`config.mk`:
```
export PLATFORM = sky130hd
export DESIGN_NAME = jr_fwd_pipe
export DESIGN_NICKNAME = d
export VERILOG_FILES = /design/src/rtl/jr_fwd_pipe_pkg.sv /design/src/rtl/fwd_stage_reg.sv /design/src/rtl/jr_fwd_pipe.sv
export SDC_FILE = /design/constraint.sdc
export NUM_CORES = 1
export LEC_CHECK = 0
export CORE_UTILIZATION = 40
export DETAILED_ROUTE_END_ITERATION = 8
export GPL_ROUTABILITY_DRIVEN = 1
export GPL_TIMING_DRIVEN = 0
export PLACE_DENSITY = 0.71
export SYNTH_ARGS = -nofsm -noshare
export SYNTH_HDL_FRONTEND = slang
export SYNTH_SLANG_ARGS = --single-unit
export TNS_END_PERCENT = 10
```
`constraint.sdc`:
```
create_clock -name clk -period 3.94 [get_ports clk]
set_input_delay 0.394 -clock clk [delete_from_list [all_inputs] [get_ports clk]]
set_output_delay 0.394 -clock clk [all_outputs]
set_load 0.02 [all_outputs]
```
`src/rtl/jr_fwd_pipe_pkg.sv`:
```
// Shared types and constants for the decode-stage jr forwarding path.
// Holds the forward-select encodings, the producer-latency codes and the pipeline entry layout.
package jr_fwd_pipe_pkg;

    localparam int JR_XLEN = 32;
    localparam int JR_RA   = 5;

    localparam logic [1:0] FWD_RF = 2'd0;
    localparam logic [1:0] FWD_E  = 2'd1;
    localparam logic [1:0] FWD_M  = 2'd2;
    localparam logic [1:0] FWD_W  = 2'd3;

    localparam logic [1:0] TNEW_JAL  = 2'd0;
    localparam logic [1:0] TNEW_ALU  = 2'd1;
    localparam logic [1:0] TNEW_LOAD = 2'd2;

    typedef struct packed {
        logic               valid;
        logic               wen;
        logic [JR_RA-1:0]   waddr;
        logic [1:0]         tnew;
        logic [JR_XLEN-1:0] value;
    } pipe_entry_t;

    function automatic logic [1:0] sat_dec(input logic [1:0] x);
        return (x == 2'd0) ? 2'd0 : x - 2'd1;
    endfunction

endpackage

```
`src/rtl/fwd_stage_reg.sv`:
```
// One pipeline entry register (E, M or W) carrying a producer's destination and result.
// Stages after E count down tnew and pick up the freshly produced value when it appears.
module fwd_stage_reg
    import jr_fwd_pipe_pkg::*;
#(
    parameter bit DEC = 1'b1
) (
    input  logic                clk,
    input  logic                rst_n,
    input  logic                i_bubble,
    input  pipe_entry_t         i_entry,
    input  logic [JR_XLEN-1:0]  i_repl_value,
    output pipe_entry_t         o_entry
);

    pipe_entry_t w_next;
    pipe_entry_t r_entry;

    always_comb begin
        w_next = i_entry;
        if (DEC) begin
            w_next.tnew = sat_dec(i_entry.tnew);
            // A producer finishing in the previous stage hands over its result here.
            if (i_entry.tnew == TNEW_ALU) begin
                w_next.value = i_repl_value;
            end
        end
        if (i_bubble) begin
            w_next = '0;
        end
    end

    always_ff @(posedge clk or negedge rst_n) begin
        if (!rst_n) begin
            r_entry <= '0;
        end else begin
            r_entry <= w_next;
        end
    end

    assign o_entry = r_entry;

endmodule

```
`src/rtl/jr_fwd_pipe.sv`:
```
// Producer side of the decode-stage jr forwarding path: E/M/W entry registers,
// youngest-first jr operand resolution, decode stall and the register-file write port.
module jr_fwd_pipe
    import jr_fwd_pipe_pkg::*;
#(
    parameter int XLEN = JR_XLEN,
    parameter int RA   = JR_RA
) (
    input  logic            clk,
    input  logic            rst_n,
    input  logic            d_valid,
    input  logic            d_wen,
    input  logic [RA-1:0]   d_waddr,
    input  logic [1:0]      d_tnew,
    input  logic [XLEN-1:0] d_pc8,
    input  logic            d_jr,
    input  logic [RA-1:0]   d_rs,
    input  logic [XLEN-1:0] rf_rs_data,
    input  logic [XLEN-1:0] e_alu_result,
    input  logic [XLEN-1:0] m_mem_rdata,
    output logic            stall,
    output logic [1:0]      fwd_sel,
    output logic [XLEN-1:0] jr_target,
    output logic            w_wen,
    output logic [RA-1:0]   w_waddr,
    output logic [XLEN-1:0] w_wdata
);

    pipe_entry_t w_d_entry;
    pipe_entry_t w_e;
    pipe_entry_t w_m;
    pipe_entry_t w_w;
    logic        w_match_e;
    logic        w_match_m;
    logic        w_match_w;
    logic        w_jr_rs_live;

    always_comb begin
        w_d_entry.valid = 1'b1;
        w_d_entry.wen   = d_wen;
        w_d_entry.waddr = d_waddr;
        w_d_entry.tnew  = d_tnew;
        w_d_entry.value = d_pc8;
    end

    fwd_stage_reg #(.DEC(1'b0)) u_e_reg (
        .clk          (clk),
        .rst_n        (rst_n),
        .i_bubble     (stall | ~d_valid),
        .i_entry      (w_d_entry),
        .i_repl_value (d_pc8),
        .o_entry      (w_e)
    );

    fwd_stage_reg #(.DEC(1'b1)) u_m_reg (
        .clk          (clk),
        .rst_n        (rst_n),
        .i_bubble     (1'b0),
        .i_entry      (w_e),
        .i_repl_value (e_alu_result),
        .o_entry      (w_m)
    );

    fwd_stage_reg #(.DEC(1'b1)) u_w_reg (
        .clk          (clk),
        .rst_n        (rst_n),
        .i_bubble     (1'b0),
        .i_entry      (w_m),
        .i_repl_value (m_mem_rdata),
        .o_entry      (w_w)
    );

    assign w_jr_rs_live = d_jr & (d_rs != '0);
    assign w_match_e    = w_jr_rs_live & w_e.valid & w_e.wen & (w_e.waddr == d_rs);
    assign w_match_m    = w_jr_rs_live & w_m.valid & w_m.wen & (w_m.waddr == d_rs);
    assign w_match_w    = w_jr_rs_live & w_w.valid & w_w.wen & (w_w.waddr == d_rs);

    // The youngest matching producer decides; a not-ready younger one blocks older ready values.
    always_comb begin
        stall     = 1'b0;
        fwd_sel   = FWD_RF;
        jr_target = rf_rs_data;
        if (w_match_e) begin
            if (w_e.tnew == TNEW_JAL) begin
                fwd_sel   = FWD_E;
                jr_target = w_e.value;
            end else begin
                stall = 1'b1;
            end
        end else if (w_match_m) begin
            if (w_m.tnew == TNEW_JAL) begin
                fwd_sel   = FWD_M;
                jr_target = w_m.value;
            end else begin
                stall = 1'b1;
            end
        end else if (w_match_w) begin
            if (w_w.tnew == TNEW_JAL) begin
                fwd_sel   = FWD_W;
                jr_target = w_w.value;
            end else begin
                stall = 1'b1;
            end
        end
    end

    assign w_wen   = w_w.valid & w_w.wen & (w_w.waddr != '0);
    assign w_waddr = w_w.waddr;
    assign w_wdata = w_w.value;

endmodule

```
==> flow_summary_export.csv <==
group,metric,value,unit
global_routing,grt-ovfl-total,0,
global_routing,grt_pass1_wl,34300,µm
synth,synth_warnings,0,
clock_network,numClockSinks,123,
synth,synth_top_family_by_area,"simple AND/OR/NAND/NOR gates",
floorplan,pin_count,218,
synth,synth_area_leaders,"dfrtp_1 47%, mux2_2 11%, buf_4 4.3%",
place,place_inst,1059,
synth,yosys.cell_types.count,45,
setup_path,critPathBufInv,5,
final_layout,drive_gt1_share,20.5,%
place,place.gp.congestion,0.914,
synth,synth_nets,770,
sta,clock.fmax,262,MHz
floorplan,dieWidth,131,µm
synth,synth_mux_area_share,12.9,%
route,remaining_drc_errors,0,
clock_network,h-tree-depth,4,
setup_path,critPathTopFamily,"buffers and inverters",
synth,yosys.area.top_type,"dfrtp_1",
synth,synth_top_cell_area_share,46.6,%
final_layout,fillers,1373,
sta,finalMaxSlewViolations,0,
route,via_per_inst,5.57,
sta,max_slew.worst_pin.slew,0.907,ns
final_layout,fin_cells,1093,
synth,synth_fa_ha_area_share,0,%
run_status,outcome,"finished, final reports clean",
floorplan,start_util,41.3,%
route,drt-total-wl,22600,µm
final_layout,antennaDiodeCount,0,
place,dpl.hpwl,16400,µm
global_routing,grt_max_degree,83,
setup_path,crit_type,"in -> out",
floorplan,die_h,131,µm
place,pre_cts_slack,-0.283,ns
setup_path,cp-end-kind,"output port",
global_routing,grt_pass1_vias,6319,
sta,finClkSkew,0.00732,ns
pwr,powerDensity,379,nW/µm²
synth,avgSynthCellArea,10.6,µm²
synth,ys.flop_type,"dfrtp_1",
sta,setup_viol,0,
sta,finalCritPeriodShare,96.8,%
clock_network,cts_buffers,17,
synth,synth_edf_count,0,
route,vias,6091,
sta,max_slew_margin,39.5,%
route,wl_per_cell,20.7,µm
sta,period_needed,3.82,ns
setup_path,cp_data_arrival_time,3.42,ns
synth,yosys.area_share.simple,16.1,%
floorplan,num_rows,46,
clock_network,clk_latency,0.42,ns
setup_path,cp_max_fo,10,
floorplan,coreArea,16000,µm²
final_layout,syn2layout_area_growth,47.8,%
clock_network,cts_tree,"yes",
place,io_buffers,217,
hold_path,min_path_type,"reg -> reg",
synth,ys_async_sr_fraction,100,%
pwr,p_leak,0.00414,µW
sta,finalHoldViolations,0,
final_layout,nNetsFinal,1009,
global_routing,grt_usage,27.4,%
global_routing,antenna_found_initial,0,
synth,synth_compound_area_share,15.2,%
pwr,ir_worst_vdd,0.320,mV
synth,synth_cells,625,
synth,synth_xor_xnor_area_share,1.99,%
setup_path,slowest_delay,0.59,ns
setup_path,cpMostUsedCell,"clkdlybuf4s50_1",
route,drt_iter0_drc,397,
synth,syn_area,6610,µm²
setup_path,cp-start-kind,"input pin",
clock_network,cts.clk_slew.worst_paths,0.06,ns
synth,yosysSeqAreaShare,46.6,%
setup_path,slowest_stage,"clkdlybuf4s50_1",
synth,synth_seq_cells,123,
floorplan,die-area,17000,µm²
clock_network,cts_buffer_depth,2,
route,ant_nets,0,
route,drtPass1Iterations,5,
setup_path,worstPathRequired,3.55,ns
setup_path,cp_cell_sequence,"clkdlybuf4s50_1, inv_1, a21boi_2, clkbuf_1, nand4_1, clkbuf_2, o22a_1, clkdlybuf4s50_1",
sta,fin_ws,0.125,ns
clock_network,root_buffer,"clkbuf_16",
flow_run,max_cap_violations,0,
-- layout by cell type (no fill, tap or decap), drive strengths merged, types with 10 or more instances in the layout --
| master | Yosys | layout |
|---|---|---|
| clkdlybuf4s50 | 0 | 214 |
| dfrtp | 123 | 123 |
| mux2 | 64 | 64 |
| nor2 | 59 | 59 |
| buf | 54 | 55 |
| clkbuf | 31 | 50 |
| and2 | 42 | 42 |
| nand2 | 26 | 26 |
| nor4 | 26 | 26 |
| nand4 | 24 | 24 |
| a21boi | 21 | 21 |
| o31ai | 19 | 19 |
| a311oi | 19 | 19 |
| o22a | 19 | 19 |
| mux2i | 13 | 13 |
| o22ai | 13 | 13 |
| o21ai | 12 | 12 |
| a221oi | 12 | 12 |
| xor2 | 10 | 10 |
| clkinv | 0 | 10 |
-- cell families (layout without fill, tap and decap cells) --
kind of cell / Yosys count / count (layout)
compound gates: 123 / 123
mux: 77 / 77
xor+xnor: 15 / 15
flops: 123 / 123
buf+inv: 86 / 338
simple gates: 201 / 201
-- per-stage QoR --
stage | setup TNS (ns) | util [%] | instance area [µm²] | power [µW] | hold WS (ns)
2_1_floorplan | 0 | - | 6610 | 1750 | 0.0984
3_3_place_gp | -280.34 | 56.6 | 9050 | 2110 | 0.369
3_5_place_dp | -3.93 | 56.7 | 9080 | 2120 | 0.337
4_1_cts | 0 | 60.7 | 9720 | 3720 | 0.394
5_1_grt | -0.0107 | 61.0 | 9770 | 3850 | 0.401
6_report | 0 | 61.0 | 9770 | 3710 | 0.393
-- timing repair --
action                                  in CTS  in global routing
buffers inserted                             1                  0
endpoints found under the setup margin      33                 32
hold buffers                                 1                  0
gates resized for setup                     10                 20
hold endpoints to repair                    41                  0
pin swaps                                    1                  0
-- area by class of cell --
cell class / count / area, µm² / area share [%]
multi-input cells: 416 / 3090 / 31.7
flip-flops and latches: 123 / 3080 / 31.5
repair buffers: 220 / 2220 / 22.7
plain buffers: 85 / 503 / 5.15
clock buffers: 17 / 425 / 4.36
well taps: 216 / 270 / 2.77
clock inverters: 15 / 175 / 1.79
inverters: 1 / 3.75 / 0.0384
-- registers in the layout, indices dropped and copies added, names as in the netlist --
register	flops
u_m_reg.o_entry	41
u_e_reg.o_entry	41
u_w_reg.o_entry	41
-- where the power goes --
group          total, µW  switching, µW  internal, µW  leakage (µW)
clock               1590            600           993      0.000297
combinational        692            309           383       0.00228
sequential          1420           68.0          1350       0.00157
total               3710            977          2730       0.00414
-- cells in the mapped netlist (3+ instances only) --
library cell  number
clkbuf_1          31
nand4_1           24
a311oi_1          19
nand2_1           26
a221oi_2          10
nor2b_1            3
buf_4             38
o31ai_1           19
buf_2              7
nor2_1            58
or2_2              3
a21boi_1          13
mux2_2            64
nand3_1            7
a21boi_0           7
dfrtp_1          123
nor4_1            24
o22a_1            19
xor2_1            10
o22ai_1           13
and2_1            42
o21ai_0           12
mux2i_1           13
xnor2_1            5
buf_1              8
-- per-layer routing --
| metal | vias to the layer above | global-route usage (%) | routed length [µm] |
|---|---|---|---|
| met2 | 340 | 44.8 | 10700 |
| met3 | 48 | 8.63 | 2160 |
| met1 | 2961 | 33.7 | 9340 |
| met4 | 0 | 11.0 | 418 |
| li1 | 2742 | - | - |
| met5 | - | 0 | 0 |
-- path summary, 6_finish.rpt --
check	from	end	slack, ns	depth (start not counted)
max	d_rs[0]	jr_target[22]	0.12	8
min	u_e_reg.o_entry[36]	u_m_reg.o_entry[36]	0.39	0
max reg2reg	u_e_reg.o_entry[34]	u_e_reg.o_entry[12]	1.17	6
min reg2reg	u_e_reg.o_entry[36]	u_m_reg.o_entry[36]	0.39	0
max in group asynchronous	rst_n	u_m_reg.o_entry[27]	2.74	3
min in group asynchronous	rst_n	u_e_reg.o_entry[3]	0.47	2
Power figures use the tool's default switching activity.
